## config.mk

```make
export PLATFORM = sky130hd
export DESIGN_NAME = alu_issue_unit
export DESIGN_NICKNAME = d
export VERILOG_FILES = /design/src/rtl/alu_pkg.sv /design/src/rtl/alu_issue_fifo.sv /design/src/rtl/alu_issue_unit.sv
export SDC_FILE = /design/constraint.sdc
export NUM_CORES = 1
export LEC_CHECK = 0
export CAP_MARGIN = 10
export CORE_AREA = 2 2 104 106
export DETAILED_ROUTE_END_ITERATION = 8
export DIE_AREA = 0 0 106 108
export PLACE_DENSITY = 0.8
export SLEW_MARGIN = 20
export SYNTH_ARGS = -nofsm -noshare
export SYNTH_HDL_FRONTEND = slang
export SYNTH_SLANG_ARGS = --single-unit
```

## constraint.sdc

```tcl
create_clock -name clk -period 6.5 [get_ports clk]
set_clock_uncertainty 0.05 [all_clocks]
set_input_delay 1.3 -clock clk [delete_from_list [all_inputs] [get_ports clk]]
set_output_delay 1.3 -clock clk [all_outputs]
set_load 0.02 [all_outputs]
```

## src/rtl/alu_pkg.sv

```systemverilog
// Shared types and constants for the ALU and its issue/writeback stage.
package alu_pkg;

  localparam int DATA_W = 8;
  localparam int OP_W   = 3;

  localparam logic [OP_W-1:0] OP_MAX = 3'd4;
  localparam logic [OP_W-1:0] OP_ADD = 3'd0;
  localparam logic [OP_W-1:0] OP_SUB = 3'd1;
  localparam logic [OP_W-1:0] OP_AND = 3'd2;
  localparam logic [OP_W-1:0] OP_OR  = 3'd3;
  localparam logic [OP_W-1:0] OP_XOR = 3'd4;

  typedef struct packed {
    logic [DATA_W-1:0] a;
    logic [DATA_W-1:0] b;
    logic [OP_W-1:0]   op;
    logic              use_acc;
  } alu_req_t;

  typedef enum logic {
    SLOT_EMPTY = 1'b0,
    SLOT_FULL  = 1'b1
  } slot_state_t;

  function automatic logic op_is_legal(input logic [OP_W-1:0] op);
    return (op <= OP_MAX);
  endfunction

endpackage

```

## src/rtl/alu_issue_fifo.sv

```systemverilog
// Synchronous FIFO for pending ALU requests; head read from storage at the registered read pointer.
module alu_issue_fifo #(
  parameter int DW    = 8,
  parameter int DEPTH = 4
) (
  input  logic          clk,
  input  logic          rst_n,
  input  logic          i_flush,
  input  logic          i_push,
  input  logic [DW-1:0] i_data,
  input  logic          i_pop,
  output logic [DW-1:0] o_head,
  output logic          o_full,
  output logic          o_empty
);

  localparam int AW = $clog2(DEPTH);

  logic [DW-1:0] r_mem [DEPTH];
  logic [AW:0]   r_wr_ptr;
  logic [AW:0]   r_rd_ptr;
  logic          w_push;
  logic          w_pop;

  assign w_push = i_push && !o_full;
  assign w_pop  = i_pop && !o_empty;

  // Pointer and storage update; flush collapses both pointers.
  always_ff @(posedge clk or negedge rst_n) begin
    if (!rst_n) begin
      r_wr_ptr <= '0;
      r_rd_ptr <= '0;
      for (int i = 0; i < DEPTH; i++) begin
        r_mem[i] <= '0;
      end
    end else if (i_flush) begin
      r_wr_ptr <= '0;
      r_rd_ptr <= '0;
    end else begin
      if (w_push) begin
        r_mem[r_wr_ptr[AW-1:0]] <= i_data;
        r_wr_ptr                <= r_wr_ptr + (AW+1)'(1);
      end
      if (w_pop) begin
        r_rd_ptr <= r_rd_ptr + (AW+1)'(1);
      end
    end
  end

  assign o_head  = r_mem[r_rd_ptr[AW-1:0]];
  assign o_empty = (r_wr_ptr == r_rd_ptr);
  assign o_full  = (r_wr_ptr[AW] != r_rd_ptr[AW]) &&
                   (r_wr_ptr[AW-1:0] == r_rd_ptr[AW-1:0]);

endmodule

```

## src/rtl/alu_issue_unit.sv

```systemverilog
// Issue/writeback stage around the combinational alu: request FIFO, accumulator,
// registered output slot with valid/ready, and a wrapping issue counter.
module alu_issue_unit
  import alu_pkg::*;
#(
  parameter int W     = 8,
  parameter int DEPTH = 4,
  parameter int CNT_W = 16
) (
  input  logic             clk,
  input  logic             rst_n,
  input  logic             in_valid,
  output logic             in_ready,
  input  logic [W-1:0]     in_a,
  input  logic [W-1:0]     in_b,
  input  logic [OP_W-1:0]  in_op,
  input  logic             in_use_acc,
  input  logic             flush,
  output logic [W-1:0]     alu_a,
  output logic [W-1:0]     alu_b,
  output logic [OP_W-1:0]  alu_op,
  input  logic [W-1:0]     alu_result,
  input  logic             alu_carry,
  input  logic             alu_zero,
  output logic             out_valid,
  input  logic             out_ready,
  output logic [W-1:0]     out_result,
  output logic             out_carry,
  output logic             out_zero,
  output logic             out_err,
  output logic [CNT_W-1:0] issued_cnt
);

  alu_req_t    w_req;
  alu_req_t    w_head;
  logic        w_full;
  logic        w_empty;
  logic        w_issue;
  logic        w_legal;
  slot_state_t r_state;
  logic [W-1:0]     r_acc;
  logic [W-1:0]     r_result;
  logic             r_carry;
  logic             r_zero;
  logic             r_err;
  logic [CNT_W-1:0] r_cnt;

  assign w_req = '{a: in_a, b: in_b, op: in_op, use_acc: in_use_acc};

  alu_issue_fifo #(
    .DW    ($bits(alu_req_t)),
    .DEPTH (DEPTH)
  ) u_fifo (
    .clk     (clk),
    .rst_n   (rst_n),
    .i_flush (flush),
    .i_push  (in_valid),
    .i_data  (w_req),
    .i_pop   (w_issue),
    .o_head  (w_head),
    .o_full  (w_full),
    .o_empty (w_empty)
  );

  assign in_ready = !w_full;
  assign w_issue  = !w_empty && ((r_state == SLOT_EMPTY) || out_ready) && !flush;
  assign w_legal  = op_is_legal(w_head.op);

  // ALU operands come straight from the FIFO head; quiet zeros when nothing is queued.
  always_comb begin
    alu_a  = '0;
    alu_b  = '0;
    alu_op = '0;
    if (!w_empty) begin
      alu_a  = w_head.use_acc ? r_acc : w_head.a;
      alu_b  = w_head.b;
      alu_op = w_head.op;
    end else begin
      alu_a  = '0;
      alu_b  = '0;
      alu_op = '0;
    end
  end

  // Output slot FSM, result capture, accumulator and issue counter.
  always_ff @(posedge clk or negedge rst_n) begin
    if (!rst_n) begin
      r_state  <= SLOT_EMPTY;
      r_acc    <= '0;
      r_result <= '0;
      r_carry  <= 1'b0;
      r_zero   <= 1'b0;
      r_err    <= 1'b0;
      r_cnt    <= '0;
    end else if (flush) begin
      r_state  <= SLOT_EMPTY;
      r_acc    <= '0;
      r_result <= '0;
      r_carry  <= 1'b0;
      r_zero   <= 1'b0;
      r_err    <= 1'b0;
    end else begin
      case (r_state)
        SLOT_EMPTY: r_state <= w_issue ? SLOT_FULL : SLOT_EMPTY;
        SLOT_FULL:  r_state <= (w_issue || !out_ready) ? SLOT_FULL : SLOT_EMPTY;
        default:    r_state <= SLOT_EMPTY;
      endcase
      if (w_issue) begin
        r_cnt <= r_cnt + CNT_W'(1);
        if (w_legal) begin
          r_result <= alu_result;
          r_carry  <= alu_carry;
          r_zero   <= alu_zero;
          r_err    <= 1'b0;
          r_acc    <= alu_result;
        end else begin
          r_result <= '0;
          r_carry  <= 1'b0;
          r_zero   <= 1'b0;
          r_err    <= 1'b1;
        end
      end
    end
  end

  assign out_valid  = (r_state == SLOT_FULL);
  assign out_result = r_result;
  assign out_carry  = r_carry;
  assign out_zero   = r_zero;
  assign out_err    = r_err;
  assign issued_cnt = r_cnt;

endmodule

```

==> metrics <==
Post-Route M1 WL 4950 µm; # resized after CTS 0; Tot GR Track Use 0.212; count of flip-flops with a built-in enable after synthesis 0; top sig layer met4; Synth Register Bits approximately 120; Mapped Nets between 400 and 500; complex-gate fraction of the synthesized area 0.0435; relative slew slack 0.298; CP Depth 4; CTS tree built; Clk Latency, worst-skew pair slightly above 0.5 ns; WL met2 5610 µm; CTS Buffer Depth 2; worst-path cell chain buf_4 > mux4_1 > and2_1 > clkdlybuf4s50_1; share of cells above drive strength 1 0.295; Synth top area share 0.547; XOR/XNOR share of the synthesized area 0.0379; number of buffers created by CTS 17; Initial Utilization 0.546; Worst Path Max Fanout 13; die area approximately 11000 µm²; Port-buffer cells between 80 and 90; Hold WC Path Type reg -> reg; wire length per cell around 18 µm; Crit-path slowest cell dfrtp_1; routed wl met3 499 µm; DP HPWL about 7000 µm; RSZ-0062 raised after global routing false; Power Dens Cells between 400 and 500 nW/µm²; final slew viol count 0; Clock Sinks 122; Critical Path Sink Type output port; Yosys cell types 40; WHS roughly 0.42 ns; Synthesis Warnings 0; largest net degree at the start of global routing between 60 and 70; worst slack, placed 2.56 ns; die extent in x around 110 µm; hold_buf cts 0; fillers between 700 and 800; GP Congestion ~0.74; vias in the first global route approximately 3600; setup violators final 0; slowest stage delay, CP approximately 0.80 ns; Req. time, crit path about 5 ns; Nets 503; via/cell ratio between 5 and 6; row count 37; Core Footprint just over 10000 µm²; Final period util 0.680; H-Tree Level Count 4; First DRT Iteration DRCs between 150 and 200; Worst setup SP type flip-flop; post-synthesis mux area share 0.265; static leakage between 0.003 and 0.004 µW; Die Y about 110 µm; maximum VDD drop between 200 and 300 µV; simple-gate share of the synthesized area 0.0630; Area growth, synth to finish 26.1%; largest family of logic cells by synthesized area multiplexers; actual slew at the worst max-slew pin around 1.0 ns; syn avg cell area roughly 15 µm²; diode count 0; WHS Path Cells 1; GRT overflow 0; Mapped Cells 381; most frequent cells in the layout dfrtp_1, mux2_2, clkdlybuf4s50_1; cell taking the most area after synthesis dfrtp_1; status finished, final reports clean; Post-synth top flop dfrtp_1; TNS Setup 0 ns; Critical Path AT roughly 3.1 ns; async set-reset flop share out of synthesis 1.00; initial antenna violation count 0; r2r worst-path depth 4; final hold violation count 0; clk slew on worst S/H paths around 0.060 ns; first-pass GRT wire length 18500 µm; antenna-violating nets left 0; DR vias ~3500; Final min period 4.42 ns; CP top delay family buffers and inverters; worst path bufs/invs 2; I/O pins 83; WS Path Type reg -> out; setup ws final roughly 2.1 ns; Seq/Total Area, Yosys 0.547; DRT Pass-1 Iters 4; MaxCap Viol Count 0; FMAX between 200 and 250 MHz; mapped cell area approximately 5600 µm²; postcts setup bufs 0; DRC 0; synth top area cells dfrtp_1, mux2_2, mux4_2, a22o_1, xnor2_1; Post-Route WL 11200 µm; adder-cell share of the synthesized area 0.0134; Root Driver clkbuf_8; commonest non-fill, non-tap cell in the layout dfrtp_1
## kinds of logic (layout without fill, tap and decap cells)
family | after synthesis | count (layout)
DFF | 122 | 122
muxes | 111 | 111
and+or+nand+nor | 66 | 66
AOI/OAI and AO/OA | 28 | 28
buffers and inverters | 26 | 120
xor gates and xnor gates | 22 | 22
adders and majority gates | 6 | 6
## synthesized netlist by cell type, types with 3 or more instances
library cell	number
xor2_1	5
nand3_1	4
buf_6	3
and3_1	5
inv_1	3
nand4_1	7
a22o_1	18
mux4_1	4
mux4_2	16
mux2i_1	10
buf_4	8
ha_1	6
mux2_2	81
buf_2	4
nor2_1	16
xnor2_1	16
clkbuf_1	6
dfrtp_1	122
nand2_1	12
and2_1	11
a21oi_1	3
## sequential cells by signal, summed over array words and instances, names as in the netlist
name and count:
u_fifo.r_mem 80, out_result 8, u_fifo.r_wr_ptr 3, out_valid 1, u_fifo.r_rd_ptr 3, out_err 1, out_zero 1, r_acc 8
out_carry 1, issued_cnt 16
## layout make-up
type / instances / area [µm²] / area share
flip-flops and latches: 122 / 3050 / 0.434
multi-input cells: 233 / 2360 / 0.336
repair buffers: 85 / 841 / 0.119
clock buffers: 18 / 428 / 0.0608
clock inverters: 14 / 171 / 0.0244
well taps: 136 / 170 / 0.0242
inverters: 3 / 11.3 / 0.00160
## stage by stage
step                      area [µm²]  utilization  cells  total power, µW
final                           7040        0.688    611             3270
after global routing            7040        0.688    611             3440
after CTS                       7040        0.688    611             3290
after detailed placement        6440        0.629    579             2330
after global placement          6430        0.629    579             2290
after floorplan                 5580            -    381             1930
## report_power, final
| group | internal [µW] | switching (µW) | leakage (µW) | total (µW) |
|---|---|---|---|---|
| clock | 594 | 338 | 0.000287 | 933 |
| sequential | 1010 | 156 | 0.00156 | 1160 |
| combinational | 622 | 551 | 0.00123 | 1170 |
## final timing paths
path / startpoint / slack [ns] / endpoint
max: u_fifo.r_rd_ptr[0]$_DFFE_PN0P_ / 2.08 / alu_op[2]
min in group asynchronous: rst_n / 0.78 / issued_cnt[14]$_DFFE_PN0P_
min: issued_cnt[15]$_DFFE_PN0P_ / 0.42 / issued_cnt[15]$_DFFE_PN0P_
min reg2reg: issued_cnt[15]$_DFFE_PN0P_ / 0.42 / issued_cnt[15]$_DFFE_PN0P_
max reg2reg: u_fifo.r_rd_ptr[0]$_DFFE_PN0P_ / 3.74 / u_fifo.r_mem[38]$_DFFE_PN0P_
max in group asynchronous: rst_n / 4.33 / u_fifo.r_mem[55]$_DFFE_PN0P_
## per-layer routing
| metal | up-vias | global-route usage |
|---|---|---|
| li1 | 1567 | - |
| met1 | 1801 | 0.277 |
| met2 | 92 | 0.347 |
| met3 | 13 | 0.0512 |
| met4 | 0 | 0.0836 |
| met5 | - | 0 |
Power figures use the tool's default switching activity.
